[src/rtl/pat_frame_tx.sv]
`default_nettype none
// ---------------------------------------------------------------------------
// pat_frame_tx : serial frame transmitter, sends sync header PAT, the payload
//                (both MSB first), then an idle gap.          Rev 1.0
// ---------------------------------------------------------------------------
module pat_frame_tx #(
  parameter int                 SEQ_LEN    = 8,
  parameter logic [SEQ_LEN-1:0] PAT        = 8'b1010_1100,
  parameter int                 DATA_W     = 8,
  parameter int                 GAP_CYCLES = 2
) (
  input  logic              clk,
  input  logic              reset,
  input  logic [DATA_W-1:0] in_data_i,
  input  logic              in_valid_i,
  output logic              in_ready_o,
  input  logic              abort_i,
  output logic              x_o,
  output logic              x_vld_o,
  output logic              busy_o,
  output logic              done_o
);

  localparam int MAXC = (SEQ_LEN > DATA_W) ?
                        ((SEQ_LEN > GAP_CYCLES) ? SEQ_LEN : GAP_CYCLES) :
                        ((DATA_W > GAP_CYCLES) ? DATA_W : GAP_CYCLES);
  localparam int CW   = (MAXC > 1) ? $clog2(MAXC) : 1;

  typedef enum logic [1:0] {
    S_IDLE = 2'd0,
    S_HDR  = 2'd1,
    S_DATA = 2'd2,
    S_GAP  = 2'd3
  } state_t;

  state_t              state_q;
  logic [SEQ_LEN-1:0]  hdr_q;
  logic [DATA_W-1:0]   data_q;
  logic [CW-1:0]       cnt_q;
  logic                x_q;
  logic                vld_q;
  logic                done_q;

  assign in_ready_o = (state_q == S_IDLE) && !abort_i;
  assign busy_o     = (state_q != S_IDLE);
  assign x_o        = x_q;
  assign x_vld_o    = vld_q;
  assign done_o     = done_q;

  // cnt_q counts cycles already presented within the current phase
  always_ff @(posedge clk or posedge reset) begin
    if (reset) begin
      state_q <= S_IDLE;
      hdr_q   <= '0;
      data_q  <= '0;
      cnt_q   <= '0;
      x_q     <= 1'b0;
      vld_q   <= 1'b0;
      done_q  <= 1'b0;
    end else begin
      done_q <= 1'b0;
      unique case (state_q)
        S_IDLE: begin
          if (in_valid_i && in_ready_o) begin
            data_q  <= in_data_i;
            hdr_q   <= PAT << 1;
            x_q     <= PAT[SEQ_LEN-1];
            vld_q   <= 1'b1;
            cnt_q   <= '0;
            state_q <= S_HDR;
          end
        end
        S_HDR: begin
          if (abort_i) begin
            x_q     <= 1'b0;
            vld_q   <= 1'b0;
            cnt_q   <= '0;
            state_q <= S_IDLE;
          end else if (cnt_q == CW'(SEQ_LEN - 1)) begin
            x_q     <= data_q[DATA_W-1];
            data_q  <= data_q << 1;
            cnt_q   <= '0;
            done_q  <= (DATA_W == 1);
            state_q <= S_DATA;
          end else begin
            x_q   <= hdr_q[SEQ_LEN-1];
            hdr_q <= hdr_q << 1;
            cnt_q <= cnt_q + 1'b1;
          end
        end
        S_DATA: begin
          if (abort_i) begin
            x_q     <= 1'b0;
            vld_q   <= 1'b0;
            cnt_q   <= '0;
            state_q <= S_IDLE;
          end else if (cnt_q == CW'(DATA_W - 1)) begin
            x_q     <= 1'b0;
            vld_q   <= 1'b0;
            cnt_q   <= '0;
            state_q <= (GAP_CYCLES == 0) ? S_IDLE : S_GAP;
          end else begin
            x_q    <= data_q[DATA_W-1];
            data_q <= data_q << 1;
            cnt_q  <= cnt_q + 1'b1;
            done_q <= (cnt_q == CW'(DATA_W - 2));
          end
        end
        S_GAP: begin
          if (abort_i || (cnt_q == CW'(GAP_CYCLES - 1))) begin
            cnt_q   <= '0;
            state_q <= S_IDLE;
          end else begin
            cnt_q <= cnt_q + 1'b1;
          end
        end
        default: begin
          state_q <= S_IDLE;
        end
      endcase
    end
  end

endmodule
`default_nettype wire

[config.mk]
export PLATFORM = sky130hd
export DESIGN_NAME = pat_frame_tx
export DESIGN_NICKNAME = d
export VERILOG_FILES = /design/src/rtl/pat_frame_tx.sv
export SDC_FILE = /design/constraint.sdc
export NUM_CORES = 1
export LEC_CHECK = 0
export BUFFER_PORTS_ARGS = -buffer_cell sky130_fd_sc_hd__buf_4
export CELL_PAD_IN_SITES_DETAIL_PLACEMENT = 2
export CELL_PAD_IN_SITES_GLOBAL_PLACEMENT = 2
export CORE_ASPECT_RATIO = 0.8
export CORE_MARGIN = 1.5
export CORE_UTILIZATION = 32
export DETAILED_ROUTE_END_ITERATION = 6
export PLACE_DENSITY_LB_ADDON = 0.1
export SYNTH_ARGS = -nofsm -noshare
export SYNTH_HDL_FRONTEND = slang
export SYNTH_SLANG_ARGS = --single-unit
[constraint.sdc]
create_clock -name clk -period 1.6 [get_ports clk]
set_input_delay 0.08 -clock clk [delete_from_list [all_inputs] [get_ports clk]]
set_output_delay 0.08 -clock clk [all_outputs]
set_load 0.005 [all_outputs]
* After elaboration in Yosys (flattened, before gate mapping) *
Index checks and enable logic that the tools add are counted.

word-level totals
  register bits = 24
  input port bits = 12
  logic and storage cells = 73
  output and inout bits = 5

cells by class
  add/sub/neg operators = 1
  equality and inequality tests = 16
  reductions and logical operators = 14
  multiplexer cells = 35

operators with widths
  operator               number
  $mux W8                8
  $pmux W8 S3            1
  $pmux W8 S2            1
  $ne A2 B2 Y1 const B   7
  $mux W2                6
  $mux W3                4
  $reduce_and A4 Y1      3
  $mux W1                11
  $pmux W3 S3            1
  $pmux W2 S4            1
  $eq A3 B3 Y1 const B   2
  $ne A3 B3 Y1 const B   2
  $pmux W1 S3            2
  $reduce_and A6 Y1      1
  $eq A2 B2 Y1 const B   2
  $reduce_bool A2 Y1     2
  $add A3 B1 Y3 const B  1
  $eq A3 B1 Y1 const B   1
  $reduce_bool A3 Y1     1
  $eq A2 B1 Y1 const B   1
  $logic_and A1 B1 Y1    2
  $logic_not A2 Y1       1
  $ne A2 B1 Y1 const B   1
  $reduce_and A2 Y1      1
  other kinds (3)        3

* Longest topological paths before layout *
  depth in word-level cells = 5
  mapped depth = 8

* Worst setup path after synthesis *
No wires, ideal clock.

  path type = register to register
  from = register cnt_q[0]
  to = register data_q[0]
  path slack = -120 ps
  data arrival time = 1595 ps
  setup time = 125 ps
  stages on the path, launching flop included = 7
  data required time = 1475 ps
  buffers on the path = 0
  period minus slack after synthesis = 1720 ps
  cells stage by stage = dfrtp_1 > ha_1 > ha_1 > mux2i_1 > a21o_1 > nand2_1 > mux2_4

between the ends
  longest elaborated chain between the ends = 3

ends and longest elaborated chain
  what                           line    RTL
  from (decl)                    39      logic [CW-1:0] cnt_q;
  from (signal assigned)         88      cnt_q <= cnt_q + 1'b1;
  from (signal assigned)         105     cnt_q <= cnt_q + 1'b1;
  from (signal assigned)         114     cnt_q <= cnt_q + 1'b1;
  $eq A3 B3 Y1 *                 79, 97
  $ne A2 B2 Y1 (no line)         -
  $reduce_and A6 Y1 (no line) *  -
  to (signal assigned)           65      data_q <= in_data_i;
  to (signal assigned)           81      data_q <= data_q << 1;
  to (signal assigned)           104     data_q <= data_q << 1;
  to (decl)                      38      logic [DATA_W-1:0] data_q;

Every way passes the cells marked *; elsewhere a longest branch is shown, timed or not.
A chain may end at the register's enable or synchronous reset.

* Worst setup path after layout *
Same ends and word-level chain as after synthesis.

==> key figures <==
Setup path
  • Launching instance or port of the critical path: cnt_q[0]
  • R2R Setup Slk: -30 ps
  • Setup crit end kind: flop
  • Worst Path Required: roughly 1800 ps
  • Worst Reg2Reg Path Length in Cells: 6
  • Termination of the worst setup path: data_q[0]
  • CP arrival: about 1800 ps
  • Class of the most critical setup path: reg2reg
  • Worst r2r src: cnt_q[0]
  • CP Max Fanout: 5
  • Worst reg2reg path endpoint: data_q[0]
  • Kind of start point of the critical path: flop

Route
  • Overall routed net length: 3636 um
  • Number of design-rule violations left by the first detailed-router iteration: 36
  • Total iterations of the first detailed-routing run: 4
  • Detail-routed net length per standard cell: approximately 17 um
  • DRC violation count after routing: 0
  • DR vias: about 1100
  • Number of nets with antenna violations after detailed routing: 0
  • Via density per instance: 5.163

Timing
  • Final setup violation count: 4
  • Tightest slew margin relative to the limit: 0.7183
  • Peak clock frequency supported by timing: around 610 MHz
  • Transition time at the pin with the least slew margin: between 400 and 500 ps
  • Worst Clk Skew: around 4.3 ps
  • Ratio of final minimum period to clock period: 1.021
  • Setup repair after global routing missed its margin: yes
  • Fin Setup TNS: -106.0 ps
  • Count of endpoints failing hold in the final timing report: 0
  • Final min period: 1633 ps
  • Final Worst Setup Slack: -33.19 ps
  • Max-slew violations: 0

Logic synthesis
  • Area share of the leading cell type in the synthesized netlist: 0.4247
  • Combined area of all synthesized cells: between 1000 and 1500 um2
  • Yosys top cell by area: dfrtp_1
  • Average instance area after synthesis: about 10 um2
  • Number of warnings issued by yosys: 0
  • Largest family of logic cells by synthesized area: compound AO/OA/AOI/OAI gates
  • Main area contributors after synthesis: dfrtp_1 42%, ha_1 9.1%, mux2i_1 8.9%
  • Post-synthesis mux area share: 0.1102
  • Share of the yosys chip area belonging to registers: 0.4247
  • Synthesized-area fraction occupied by ao, oa, aoi and oai cells: 0.2022
  • Xor/xnor share of the synthesized area: 0
  • Post-synthesis register bit count: 21
  • Number of standard cells after synthesis: 124
  • Library cells used by synthesis: 26
  • Simple-gate share of the synthesized area: 0.1031
  • Adder-cell share of the synthesized area: 0.09100
  • Net Count, Synth: 145

Power and ir drop
  • Clock network fraction of total power: 0.124
  • Static Leakage: just under 0.8 nW
  • Max VDD drop: 0.5412 mV
  • Pwr dens: about 1700 nW/um2
  • Pint: about 1.7 mW
  • Proportion of power drawn by combinational gates: 0.568
  • Sw power: 1.159 mW
  • Sequential share of power: 0.307
  • Switch share: 0.4013

Final layout
  • Synth-to-Final Area Change: 39.74%
  • Total of fill cells in the finished design: 424
  • Proportion of layout cells with a drive suffix above 1: 0.4207
  • Register area: 525.5 um2
  • Diodes inserted: 0
  • Final core area utilization: 0.4607
  • Final Net Count: 186
  • Commonest cells after routing, fill and taps aside: 36 x buf_4, 21 x dfrtp_1, 11 x nand2_1, 11 x mux2i_1
  • Non-Filler Instances: 208
  • Commonest non-fill, non-tap cell in the layout: buf_4
  • Area used by multi-input combinational logic: 732.0 um2

Place
  • Routability cong.: 0.7568
  • Buffers added on ports: 16
  • Post-Place Setup Slack: -100.8 ps
  • Count of placed standard cells including taps: 200
  • Placed wire-length estimate after detailed placement: 2703 um

Floorplanning
  • Die Height: between 50 and 60 um
  • CORE AREA: 3754 um2
  • Die footprint: 4251 um2
  • Starting density of the core: 0.3297
  • Count of standard-cell rows: 20
  • Die extent in x: 72.53 um
  • Ports placed on the boundary: 17

Min path
  • Worst min-delay path category: in2reg
  • Instance count along the most critical hold path: 3

Clocking
  • Clk slew on worst S/H paths: 80 ps
  • Largest buffer count on any clock path: 2
  • Library cell used as clock root buffer: clkbuf_8
  • Sink count of the clock tree: 21
  • Clock tree from TritonCTS: done
  • H-tree level count: 1
  • Latest clock arrival within the worst-skew pair: around 260 ps
  • Cts bufs inserted: 3

Global route
  • Overflow left after global routing: 0
  • Fraction of met1 tracks used by global routing: 0.2513
  • Most used routing layer: met2
  • First-pass GRT wire length: 6016 um
  • Global routing usage on met3: 0.04110
  • Tot GR Track Use: 0.1871
  • GR Layer Usage met2: 0.3106
  • Maximum number of pins on one net before global-route repair: 22
  • Via count of the first global-routing pass: 1163
  • Antenna violations before repair: 0

Status
  • Violated checks: negative setup slack
  • Result of the run: finished with violations

Run
  • Count of maximum capacitance violations: 0
cell type report:
type / count / area share
multi-input cells: 86 / 0.4233
flip-flops and latches: 21 / 0.3039
repair buffers: 41 / 0.1881
well taps: 44 / 0.03184
inverters: 12 / 0.02605
clock buffers: 3 / 0.02388
clock inverters: 1 / 0.002894
power groups by stage:
stage	clock, mW	combinational [mW]	sequential, mW
after floorplan	0	0.909	0.841
after CTS	0.377	1.54	0.873
after detailed placement	0	1.42	0.873
final	0.359	1.64	0.888
after global routing	0.391	1.81	0.918
after global placement	0	1.33	0.860
critical path, stage by stage (launching register included):
cell	delay, ps
dfrtp_1	420
ha_4	180
ha_4	180
mux2i_1	150
a21o_1	190
nand2_1	100
mux2_4	310
worst min-delay path by stage:
stage                            start        end  slack (ps)
after floorplan                  reset   cnt_q[0]          60
after global placement           reset        x_o         140
after detailed placement         reset   hdr_q[7]         160
after CTS                 in_data_i[5]  data_q[5]         140
after global routing      in_data_i[5]  data_q[5]         160
final                     in_data_i[4]  data_q[4]         140
routing by layer:
metal	vias to the layer above	part of all wire	wire length (um)
li1	513	-	-
met1	540	0.47	1710
met2	17	0.48	1752
met3	4	0.037	134
met4	0	0.010	38
met5	-	0	0
registers in the layout, indices dropped and copies added (netlist names):
signal,count
hdr_q,5
data_q,8
state_q,2
x_vld_o,1
x_o,1
done_o,1
cnt_q,3
cell families (layout without fill, tap and decap cells):
kind of cell / count (synthesis) / after routing
fa+ha+maj: 9 / 9
mux: 13 / 13
flops: 21 / 21
compound gates: 37 / 37
buf+inv: 17 / 57
simple gates: 27 / 27
per-stage QoR:
step	power, mW	hold WS (ps)	area, um2
after floorplan	1.750	56.53	1255
after global placement	2.194	138.2	1548
after detailed placement	2.288	157.9	1548
after CTS	2.785	135.4	1652
after global routing	3.119	156.6	1729
final	2.889	138.0	1729
synthesized netlist by cell type (all sizes together):
cell type / n
o2bb2ai: 1
buf: 5
mux2: 2
nor2b: 2
nor2: 7
a2111oi: 1
a211o: 1
nand2b: 2
o31ai: 1
o21ai: 8
a21oi: 13
nand3b: 1
inv: 12
o221ai: 2
nand3: 4
a21o: 1
nand2: 11
dfrtp: 21
ha: 9
mux2i: 11
a31oi: 9
repair_timing:
action                     4_1_cts  5_1_grt
gates resized for setup         11       17
setup endpoints to repair       14       19
hold buffers                     1        0
pin swaps                        1        4
buffers inserted                 1        3
hold endpoints to repair        21        0
Power figures use the tool's default switching activity.
